--- src/rtl/i2c_cfg_slave_pkg.sv ---
// Shared definitions for the I2C configuration target: FSM states, bus
// symbol values and the DVI encoder register map.
package i2c_cfg_slave_pkg;

  typedef enum logic [3:0] {
    ST_IDLE,
    ST_ADDR,
    ST_ADDR_ACK,
    ST_REG,
    ST_REG_ACK,
    ST_WDATA,
    ST_WDATA_ACK,
    ST_RDATA,
    ST_RDATA_ACK,
    ST_IGNORE
  } i2c_state_t;

  localparam logic I2C_ACK  = 1'b0;
  localparam logic I2C_NACK = 1'b1;
  localparam logic READ     = 1'b1;
  localparam logic WRITE    = 1'b0;

  // Bit counter values inside an ACK slot: 8 = ACK clock not yet seen, 9 = seen.
  localparam logic [3:0] BIT_ACK_DRIVE = 4'd8;
  localparam logic [3:0] BIT_ACK_DONE  = 4'd9;

  localparam logic [7:0] DVI_REG_PM   = 8'h49;
  localparam logic [7:0] DVI_REG_CM   = 8'h21;
  localparam logic [7:0] DVI_REG_TPCP = 8'h33;
  localparam logic [7:0] DVI_REG_TPD  = 8'h34;
  localparam logic [7:0] DVI_REG_TPF  = 8'h36;

endpackage

--- src/rtl/i2c_line_sync.sv ---
// SCL/SDA input synchronisers with edge, START and STOP detection.
module i2c_line_sync #(
  parameter int unsigned SYNC_STAGES = 2
) (
  input  logic Clk,
  input  logic Reset_n,
  input  logic SCL_in,
  input  logic SDA_in,
  output logic sda,
  output logic scl_rise,
  output logic scl_fall,
  output logic start_det,
  output logic stop_det
);

  logic [SYNC_STAGES-1:0] scl_sync;
  logic [SYNC_STAGES-1:0] sda_sync;
  logic                   scl_d;
  logic                   sda_d;
  logic                   scl;
  logic                   sda_rise;
  logic                   sda_fall;

  always_ff @(posedge Clk) begin
    if (!Reset_n) begin
      scl_sync <= '1;
      sda_sync <= '1;
      scl_d    <= 1'b1;
      sda_d    <= 1'b1;
    end else begin
      scl_sync <= {scl_sync[SYNC_STAGES-2:0], SCL_in};
      sda_sync <= {sda_sync[SYNC_STAGES-2:0], SDA_in};
      scl_d    <= scl_sync[SYNC_STAGES-1];
      sda_d    <= sda_sync[SYNC_STAGES-1];
    end
  end

  assign scl       = scl_sync[SYNC_STAGES-1];
  assign sda       = sda_sync[SYNC_STAGES-1];
  assign scl_rise  = scl & ~scl_d;
  assign scl_fall  = ~scl & scl_d;
  assign sda_rise  = sda & ~sda_d;
  assign sda_fall  = ~sda & sda_d;
  assign start_det = sda_fall & scl;
  assign stop_det  = sda_rise & scl;

endmodule

--- src/rtl/i2c_cfg_slave.sv ---
// I2C target with an 8-bit register pointer: decodes writes into register
// strobes and serves reads from an external register file.
module i2c_cfg_slave
  import i2c_cfg_slave_pkg::*;
#(
  parameter logic [6:0]  SLAVE_ADDR  = 7'b1110110,
  parameter int unsigned SYNC_STAGES = 2,
  parameter int unsigned HOLD_CYCLES = 4
) (
  input  logic       Clk,
  input  logic       Reset_n,
  input  logic       SCL_in,
  input  logic       SDA_in,
  output logic       SDA_oe,
  output logic       reg_wr_en,
  output logic [7:0] reg_addr,
  output logic [7:0] reg_wr_data,
  input  logic [7:0] reg_rd_data,
  output logic       busy,
  output logic       xfer_done
);

  localparam int unsigned HW = $clog2(HOLD_CYCLES + 1);
  localparam logic [HW-1:0] HOLD_LOAD = HW'(HOLD_CYCLES);
  localparam logic [HW-1:0] HOLD_ONE  = HW'(1);

  logic sda, scl_rise, scl_fall, start_det, stop_det;

  i2c_line_sync #(
    .SYNC_STAGES(SYNC_STAGES)
  ) u_line_sync (
    .Clk      (Clk),
    .Reset_n  (Reset_n),
    .SCL_in   (SCL_in),
    .SDA_in   (SDA_in),
    .sda      (sda),
    .scl_rise (scl_rise),
    .scl_fall (scl_fall),
    .start_det(start_det),
    .stop_det (stop_det)
  );

  i2c_state_t    state, state_nxt;
  logic [3:0]    bit_cnt, bit_cnt_nxt;
  logic [7:0]    rx_sr, rx_nxt;
  logic [7:0]    tx_sr, tx_nxt;
  logic [7:0]    addr_nxt, wdata_nxt;
  logic          wr_en_nxt, done_nxt, busy_nxt, oe_nxt;
  logic [HW-1:0] hold_cnt, hold_nxt;
  logic          oe_tgt, tgt_nxt;
  logic          matched, matched_nxt;
  logic          rw, rw_nxt;
  logic [7:0]    byte_in;

  always_ff @(posedge Clk) begin
    if (!Reset_n) begin
      state       <= ST_IDLE;
      bit_cnt     <= '0;
      rx_sr       <= '0;
      tx_sr       <= '1;
      reg_addr    <= '0;
      reg_wr_data <= '0;
      reg_wr_en   <= 1'b0;
      xfer_done   <= 1'b0;
      busy        <= 1'b0;
      SDA_oe      <= 1'b0;
      hold_cnt    <= '0;
      oe_tgt      <= 1'b0;
      matched     <= 1'b0;
      rw          <= WRITE;
    end else begin
      state       <= state_nxt;
      bit_cnt     <= bit_cnt_nxt;
      rx_sr       <= rx_nxt;
      tx_sr       <= tx_nxt;
      reg_addr    <= addr_nxt;
      reg_wr_data <= wdata_nxt;
      reg_wr_en   <= wr_en_nxt;
      xfer_done   <= done_nxt;
      busy        <= busy_nxt;
      SDA_oe      <= oe_nxt;
      hold_cnt    <= hold_nxt;
      oe_tgt      <= tgt_nxt;
      matched     <= matched_nxt;
      rw          <= rw_nxt;
    end
  end

  // SDA_oe updates are queued on scl_fall as (hold_cnt, oe_tgt) and applied
  // HOLD_CYCLES later, so the line only moves while SCL is low.
  always_comb begin
    state_nxt   = state;
    bit_cnt_nxt = bit_cnt;
    rx_nxt      = rx_sr;
    tx_nxt      = tx_sr;
    addr_nxt    = reg_addr;
    wdata_nxt   = reg_wr_data;
    wr_en_nxt   = 1'b0;
    done_nxt    = 1'b0;
    busy_nxt    = busy;
    oe_nxt      = SDA_oe;
    hold_nxt    = hold_cnt;
    tgt_nxt     = oe_tgt;
    matched_nxt = matched;
    rw_nxt      = rw;
    byte_in     = {rx_sr[6:0], sda};

    if (hold_cnt != '0) begin
      hold_nxt = hold_cnt - HOLD_ONE;
      if (hold_cnt == HOLD_ONE) oe_nxt = oe_tgt;
    end

    if (stop_det) begin
      state_nxt   = ST_IDLE;
      busy_nxt    = 1'b0;
      oe_nxt      = 1'b0;
      hold_nxt    = '0;
      bit_cnt_nxt = '0;
      done_nxt    = matched;
      matched_nxt = 1'b0;
    end else if (start_det) begin
      state_nxt   = ST_ADDR;
      busy_nxt    = 1'b1;
      oe_nxt      = 1'b0;
      hold_nxt    = '0;
      bit_cnt_nxt = '0;
      matched_nxt = 1'b0;
    end else if (scl_rise) begin
      case (state)
        ST_ADDR, ST_REG, ST_WDATA, ST_RDATA: begin
          rx_nxt      = byte_in;
          bit_cnt_nxt = bit_cnt + 4'd1;
          if (bit_cnt == 4'd7) begin
            case (state)
              ST_ADDR: begin
                if (byte_in[7:1] == SLAVE_ADDR) begin
                  state_nxt   = ST_ADDR_ACK;
                  matched_nxt = 1'b1;
                  rw_nxt      = byte_in[0];
                end else begin
                  state_nxt = ST_IGNORE;
                end
              end
              ST_REG: begin
                addr_nxt  = byte_in;
                state_nxt = ST_REG_ACK;
              end
              ST_WDATA: begin
                wdata_nxt = byte_in;
                wr_en_nxt = 1'b1;
                state_nxt = ST_WDATA_ACK;
              end
              default: state_nxt = ST_RDATA_ACK;
            endcase
          end
        end
        ST_ADDR_ACK, ST_REG_ACK, ST_WDATA_ACK: begin
          if (bit_cnt == BIT_ACK_DRIVE) bit_cnt_nxt = BIT_ACK_DONE;
        end
        ST_RDATA_ACK: begin
          if (bit_cnt == BIT_ACK_DRIVE) begin
            bit_cnt_nxt = BIT_ACK_DONE;
            // Advance the pointer now so reg_rd_data is valid by the closing fall.
            if (sda == I2C_ACK) addr_nxt = reg_addr + 8'd1;
            else                state_nxt = ST_IGNORE;
          end
        end
        default: ;
      endcase
    end else if (scl_fall) begin
      case (state)
        ST_ADDR_ACK, ST_REG_ACK, ST_WDATA_ACK: begin
          if (bit_cnt == BIT_ACK_DRIVE) begin
            hold_nxt = HOLD_LOAD;
            tgt_nxt  = 1'b1;
          end else if (bit_cnt == BIT_ACK_DONE) begin
            bit_cnt_nxt = '0;
            hold_nxt    = HOLD_LOAD;
            tgt_nxt     = 1'b0;
            state_nxt   = ST_WDATA;
            if (state == ST_ADDR_ACK) begin
              if (rw == READ) begin
                state_nxt = ST_RDATA;
                tx_nxt    = {reg_rd_data[6:0], 1'b1};
                tgt_nxt   = ~reg_rd_data[7];
              end else begin
                state_nxt = ST_REG;
              end
            end else if (state == ST_WDATA_ACK) begin
              addr_nxt = reg_addr + 8'd1;
            end
          end
        end
        ST_RDATA: begin
          if (bit_cnt != '0) begin
            hold_nxt = HOLD_LOAD;
            tgt_nxt  = ~tx_sr[7];
            tx_nxt   = {tx_sr[6:0], 1'b1};
          end
        end
        ST_RDATA_ACK: begin
          if (bit_cnt == BIT_ACK_DRIVE) begin
            hold_nxt = HOLD_LOAD;
            tgt_nxt  = 1'b0;
          end else if (bit_cnt == BIT_ACK_DONE) begin
            bit_cnt_nxt = '0;
            state_nxt   = ST_RDATA;
            tx_nxt      = {reg_rd_data[6:0], 1'b1};
            hold_nxt    = HOLD_LOAD;
            tgt_nxt     = ~reg_rd_data[7];
          end
        end
        default: ;
      endcase
    end
  end

endmodule

--- config.mk ---
export PLATFORM = sky130hd
export DESIGN_NAME = i2c_cfg_slave
export DESIGN_NICKNAME = d
export VERILOG_FILES = /design/src/rtl/i2c_cfg_slave_pkg.sv /design/src/rtl/i2c_line_sync.sv /design/src/rtl/i2c_cfg_slave.sv
export SDC_FILE = /design/constraint.sdc
export NUM_CORES = 1
export LEC_CHECK = 0
export BUFFER_PORTS_ARGS = -buffer_cell sky130_fd_sc_hd__buf_2
export CAP_MARGIN = 20
export CORE_MARGIN = 5
export CORE_UTILIZATION = 30
export CTS_CLUSTER_SIZE = 8
export DETAILED_ROUTE_END_ITERATION = 10
export GPL_ROUTABILITY_DRIVEN = 0
export PLACE_DENSITY = 0.55
export REMOVE_ABC_BUFFERS = 1
export SKIP_CTS_REPAIR_TIMING = 1
export SYNTH_ARGS = -nofsm -noshare
export SYNTH_HDL_FRONTEND = slang
export SYNTH_SLANG_ARGS = --single-unit
--- constraint.sdc ---
create_clock -name Clk -period 2.4 [get_ports Clk]
set_input_delay 0.36 -clock Clk [delete_from_list [all_inputs] [get_ports Clk]]
set_output_delay 0.36 -clock Clk [all_outputs]
set_load 0.02 [all_outputs]
* Word-level counts from Yosys, hierarchy flattened
Cells that the tools add are included.
** Operators by class
- Add/subtract/negate cells :: 3
- Eq/ne operators :: 43
- Mux-type cells :: 59
- Bitwise logic cells :: 18
- Reductions and logical operators :: 30
** Operator list (number)
- 8-bit two-way mux :: 18
- 4-bit two-way mux :: 16
- 3-bit != test, second input constant :: 10
- 3-bit two-way mux :: 8
- 4-bit != test, second input constant :: 6
- 4-bit one-hot mux with 2 select lines :: 3
- 8-bit one-hot mux with 3 select lines :: 1
- 4-bit by 3-bit equality test with 1-bit output, second input constant :: 5
- 10-bit AND reduction :: 2
- 2-bit != test, second input constant :: 9
- 8-bit one-hot mux with 2 select lines :: 1
- 13-bit AND reduction :: 1
- 4-bit equality test, second input constant :: 3
- 1-bit NOT :: 12
- 4-bit one-hot mux with 3 select lines :: 1
- 12-bit AND reduction :: 1
- 6-bit AND reduction :: 2
- 2-bit nonzero test :: 6
- 3-bit nonzero test :: 4
- 1-bit two-way mux :: 9
- 8-bit by 1-bit adder with 8-bit output, second input constant :: 1
- 4-bit by 2-bit equality test with 1-bit output, second input constant :: 2
- 8-bit AND reduction :: 1
- 4-bit nonzero test :: 2
- 20 further kinds :: 29
** Storage, ports and cells
- Flip-flop bits (word level) :: 55
- Input port bits :: 12
- Word-level logic and storage cells :: 172

* Longest topological paths before layout
- Word-level depth :: 8
- Gate-level depth with buffers :: 8
- Gate-level depth less buffers :: 7

* Modules after synthesis
From an unflattened synthesis, not the netlist that was laid out.
** Second synthesis, totals
- Cell total of the unflattened synthesis :: 334
- Area, all modules :: 2905.3 um2
** By module, submodules not included
- i2c_cfg_slave :: times used 1, cells each 318, area each 2717.6 um2, sequential area each 960.9 um2
- i2c_line_sync :: times used 1, cells each 16, area each 187.7 um2, sequential area each 120.1 um2

* Worst setup path before layout
Ideal clock, no wire load.
- Path type :: register to register
- From :: reg u_line_sync.scl_sync[1]
- To :: reg reg_addr[2]
- Setup time :: 117 ps
- Arrival time :: 1935 ps
- Required time :: 2283 ps
- Slack :: 348 ps
- Cell stages (with the launch flop) :: 8
- Path buffers :: 2
- Period minus slack after synthesis :: 2052 ps
- Path through :: dfxtp_1 -> ha_1 -> clkbuf_1 -> clkbuf_1 -> o22a_1 -> o21a_1 -> o2111ai_1 -> a32o_1
** Between the ends
- Longest elaborated chain between the ends :: 4
- Elaborated cells between the ends (all ways) :: 20
- Those cells by class :: eq/ne (7); mux (1); bitwise (7); reduce/logical (5)
** Ends and longest elaborated chain
- start, declared :: RTL line i2c_line_sync.sv:16 : logic [SYNC_STAGES-1:0] scl_sync;
- start signal, assigned :: RTL line i2c_line_sync.sv:31 : scl_sync <= {scl_sync[SYNC_STAGES-2:0], SCL_in};
- 1-bit NOT :: RTL line i2c_line_sync.sv:41 : assign scl_fall = ~scl & scl_d;
- 1-bit bitwise AND :: RTL line i2c_line_sync.sv:41
- 2-bit nonzero test (no line)
- 13-bit AND reduction (no line)
- end signal, assigned :: RTL line i2c_cfg_slave.sv:76 : reg_addr <= addr_nxt;
- end, declared :: RTL line i2c_cfg_slave.sv:16 : output logic [7:0] reg_addr,
Several ways; a longest one is shown, not always the timed one.
A chain may end at the register's enable or synchronous reset.

* Worst setup path in the final report
- From :: reg state[1]
- To :: reg reg_addr[0]
** Between the ends
- Longest elaborated chain between the ends :: 4
- Elaborated cells between the ends (all ways) :: 21
- Those cells by class :: eq/ne (14); mux (2); reduce/logical (5)
** Ends and longest elaborated chain
- start, declared :: RTL line i2c_cfg_slave.sv:43 : i2c_state_t state, state_nxt;
- start signal, assigned :: RTL line i2c_cfg_slave.sv:72 : state <= state_nxt;
- 4-bit by 3-bit equality test with 1-bit output (tied with other cells) :: RTL line i2c_cfg_slave.sv:129 : case (state)
- 4-bit OR reduction / 3-bit OR reduction (equally long branches) :: RTL line i2c_cfg_slave.sv:129, i2c_cfg_slave.sv:171
- 3-bit != test (no line) (tied with other cells)
- 13-bit AND reduction (no line) / 8-bit two-way mux (equally long branches)
Several ways; a longest one is shown, not always the timed one.

==> flow_metrics.py <==
metrics = {
    "synthesis": {
        "synthCells": 353,
        "synth_ff_type": "dfxtp_1",
        "synth_edf_count": 0,
        "yosysWarnings": 0,
        "synth_cell_types": 67,
        "seq_area_frac_synth_pct": 36.1,
        "synth_area_um2": 3000,
        "syn_area_per_cell_um2": 8.49,
        "ys_seq_elements": 54,
        "async_flop_share_pct": 0,
    },
    "critical_path": {
        "cp-start-kind": "flip-flop",
        "worstPathMaxFanout": 14,
        "rrSetupSlack_ns": 0.22,
        "r2r_start": "state[1]",
        "r2r_cells": 7,
        "crit_arrival_ns": 2.40,
        "worstPathRequired_ns": 2.63,
        "worstSetupPathType": "reg2reg",
        "r2r-end": "reg_addr[0]",
        "end_kind": "flip-flop",
    },
    "timing": {
        "finClkSkew_ns": 0.00851,
        "max_freq_mhz": 460,
        "final-hold-violation-count": 0,
        "period_share_pct": 90.6,
        "rsz0062_at_grt": "false",
        "setup_ws_ns": 0.225,
        "drv_slew": 0,
        "worst_pin_slew_ns": 0.658,
        "max_slew_margin_pct": 55.0,
        "setup_violations": 0,
        "fin_crit_ns": 2.18,
        "setup_tns_ns": 0,
    },
    "floorplanning": {
        "die_w_um": 110,
        "coreArea_um2": 9770,
        "num_rows": 36,
        "ios": 32,
        "initial_core_util_pct": 30.7,
        "die_h_um": 110,
        "dieArea_um2": 12100,
    },
    "drt": {
        "drc": 0,
        "drtIter0Drc": 157,
        "vias_per_cell": 5.07,
        "wl_per_cell_um": 13.9,
        "drtAntennaViolNets": 0,
        "num_vias": 2606,
        "routed_wl_um": 7120,
        "dr.pass1.iters": 4,
    },
    "layout": {
        "layout_commonest_cell": "dfxtp_1",
        "n_antenna_cell": 0,
        "drive_gt1_share_pct": 15.7,
        "final_cell_mix": "dfxtp_1, nand2_1, nor2_1, buf_2, a21oi_1",
        "fin_nets": 404,
        "area_growth_syn_to_layout_pct": 13.3,
    },
    "clocking": {
        "root_buffer": "clkbuf_8",
        "path_clk_slew_ns": 0.09,
        "cts.sinks": 54,
        "insertion_delay_ns": 0.30,
        "cts_max_path_buffers": 2,
        "cts_max_level": 2,
        "cts_buffers": 5,
        "cts_tree": "yes",
    },
    "hold_path": {
        "hold_path.class": "in2reg",
        "hold_path_end": "u_line_sync.sda_sync[0]",
        "holdPathStages": 2,
        "hp-start": "SDA_in",
    },
    "placed_design": {
        "hpwl_um": 5150,
        "pre_cts_ws_ns": 0.204,
        "port_buffers": 31,
    },
    "global_route": {
        "grt_max_degree": 23,
        "antenna_found_initial": 0,
        "grt_pass1_vias": 2369,
        "grt_usage_pct": 12.0,
        "grt_pass1_wl_um": 11700,
        "grt_overflow": 0,
    },
    "power_and_ir_drop": {
        "pwr_density_cell_nw_per_um2": 447,
        "peakVddDrop_uv": 316,
        "leakage_nw": 1.37,
        "power.total_mw": 1.52,
    },
    "job": {
        "maxCapViolations": 0,
    },
    "outcome": {
        "status": "finished clean",
    },
}
## worst max-delay path, stage by stage, from the launching register on
cell and delay, ns:
dfxtp_1 0.62, buf_4 0.24, nor2_1 0.07, buf_4 0.19, nor3_1 0.28, o2bb2ai_1 0.15, or4_1 0.40, a31oi_1 0.16
## flip-flops by register name, summed over array words and instances, names as in the netlist
register	count
reg_addr	8
reg_wr_data	8
rx_sr	7
tx_sr	7
bit_cnt	4
state	4
hold_cnt	3
u_line_sync.scl_sync	2
u_line_sync.sda_sync	2
SDA_oe	1
busy	1
matched	1
oe_tgt	1
reg_wr_en	1
rw	1
u_line_sync.scl_d	1
u_line_sync.sda_d	1
xfer_done	1
## worst max path at each step
stage / start / endpoint / slack [ns] / cells past startpoint
floorplan: u_line_sync.scl_sync[1] / reg_wr_data[0] / -0.62 / 5
global placement: state[3] / reg_addr[2] / 0.23 / 5
detailed placement: state[3] / reg_addr[2] / 0.20 / 5
CTS: state[3] / reg_addr[2] / 0.17 / 5
global route: bit_cnt[0] / bit_cnt[1] / 0.07 / 7
finish: state[1] / reg_addr[0] / 0.22 / 7
## final cells by class
type	instances	area [um^2]
clock inverters	1	5.00
well taps	133	166
repair buffers	41	230
clock buffers	7	86.3
inverters	14	52.6
multi-input cells	264	1770
fillers	1042	6380
flip-flops and latches	54	1080
## synthesized netlist by cell type (all sizes together), types with 7 or more instances
| library cell | n | area (um^2) |
|---|---|---|
| nor2 | 33 | 124 |
| clkbuf | 14 | 52.6 |
| inv | 14 | 52.6 |
| nand2b | 9 | 56.3 |
| and3 | 9 | 56.3 |
| mux2i | 23 | 230 |
| nand2 | 35 | 131 |
| nand3 | 7 | 40.0 |
| a21oi | 28 | 144 |
| ha | 12 | 150 |
| o21ai | 16 | 80.1 |
| dfxtp | 54 | 1080 |
| o31ai | 9 | 67.6 |
| buf | 7 | 43.8 |
## layer usage
| metal | global-route usage, % | wire (um) | vias up |
|---|---|---|---|
| li1 | - | - | 1345 |
| met1 | 16.6 | 3500 | 1195 |
| met2 | 19.2 | 3250 | 55 |
| met3 | 1.41 | 236 | 11 |
| met4 | 4.45 | 133 | 0 |
| met5 | 0 | 0 | - |
## per-stage QoR
| stage | cell area [um^2] | utilization (%) | cells | hold slack, ns |
|---|---|---|---|---|
| floorplan | 2900 | - | 332 | 0.386 |
| global placement | 3300 | 33.8 | 506 | 0.388 |
| detailed placement | 3300 | 33.8 | 506 | 0.396 |
| CTS | 3400 | 34.7 | 514 | 0.223 |
| global route | 3400 | 34.8 | 514 | 0.229 |
| finish | 3400 | 34.8 | 514 | 0.233 |
## where the power goes
group          internal [mW]  leakage (nW)  total [mW]  switching, mW
Sequential             0.901         0.437       0.912         0.0112
Clock                  0.234        0.0482       0.524          0.290
Combinational         0.0280         0.883      0.0837         0.0558
## logic make-up (layout without fill, tap and decap cells)
kind of cell	Yosys count	in the layout	synth area share, %
and+or+nand+nor	134	134	24.6
adders and majority gates	12	12	5.01
xor gates and xnor gates	3	3	0.877
AOI/OAI and AO/OA	92	92	20.8
DFF	54	54	36.1
buffers and inverters	35	63	4.97
muxes	23	23	7.68
(Power assumes the default switching activity.)
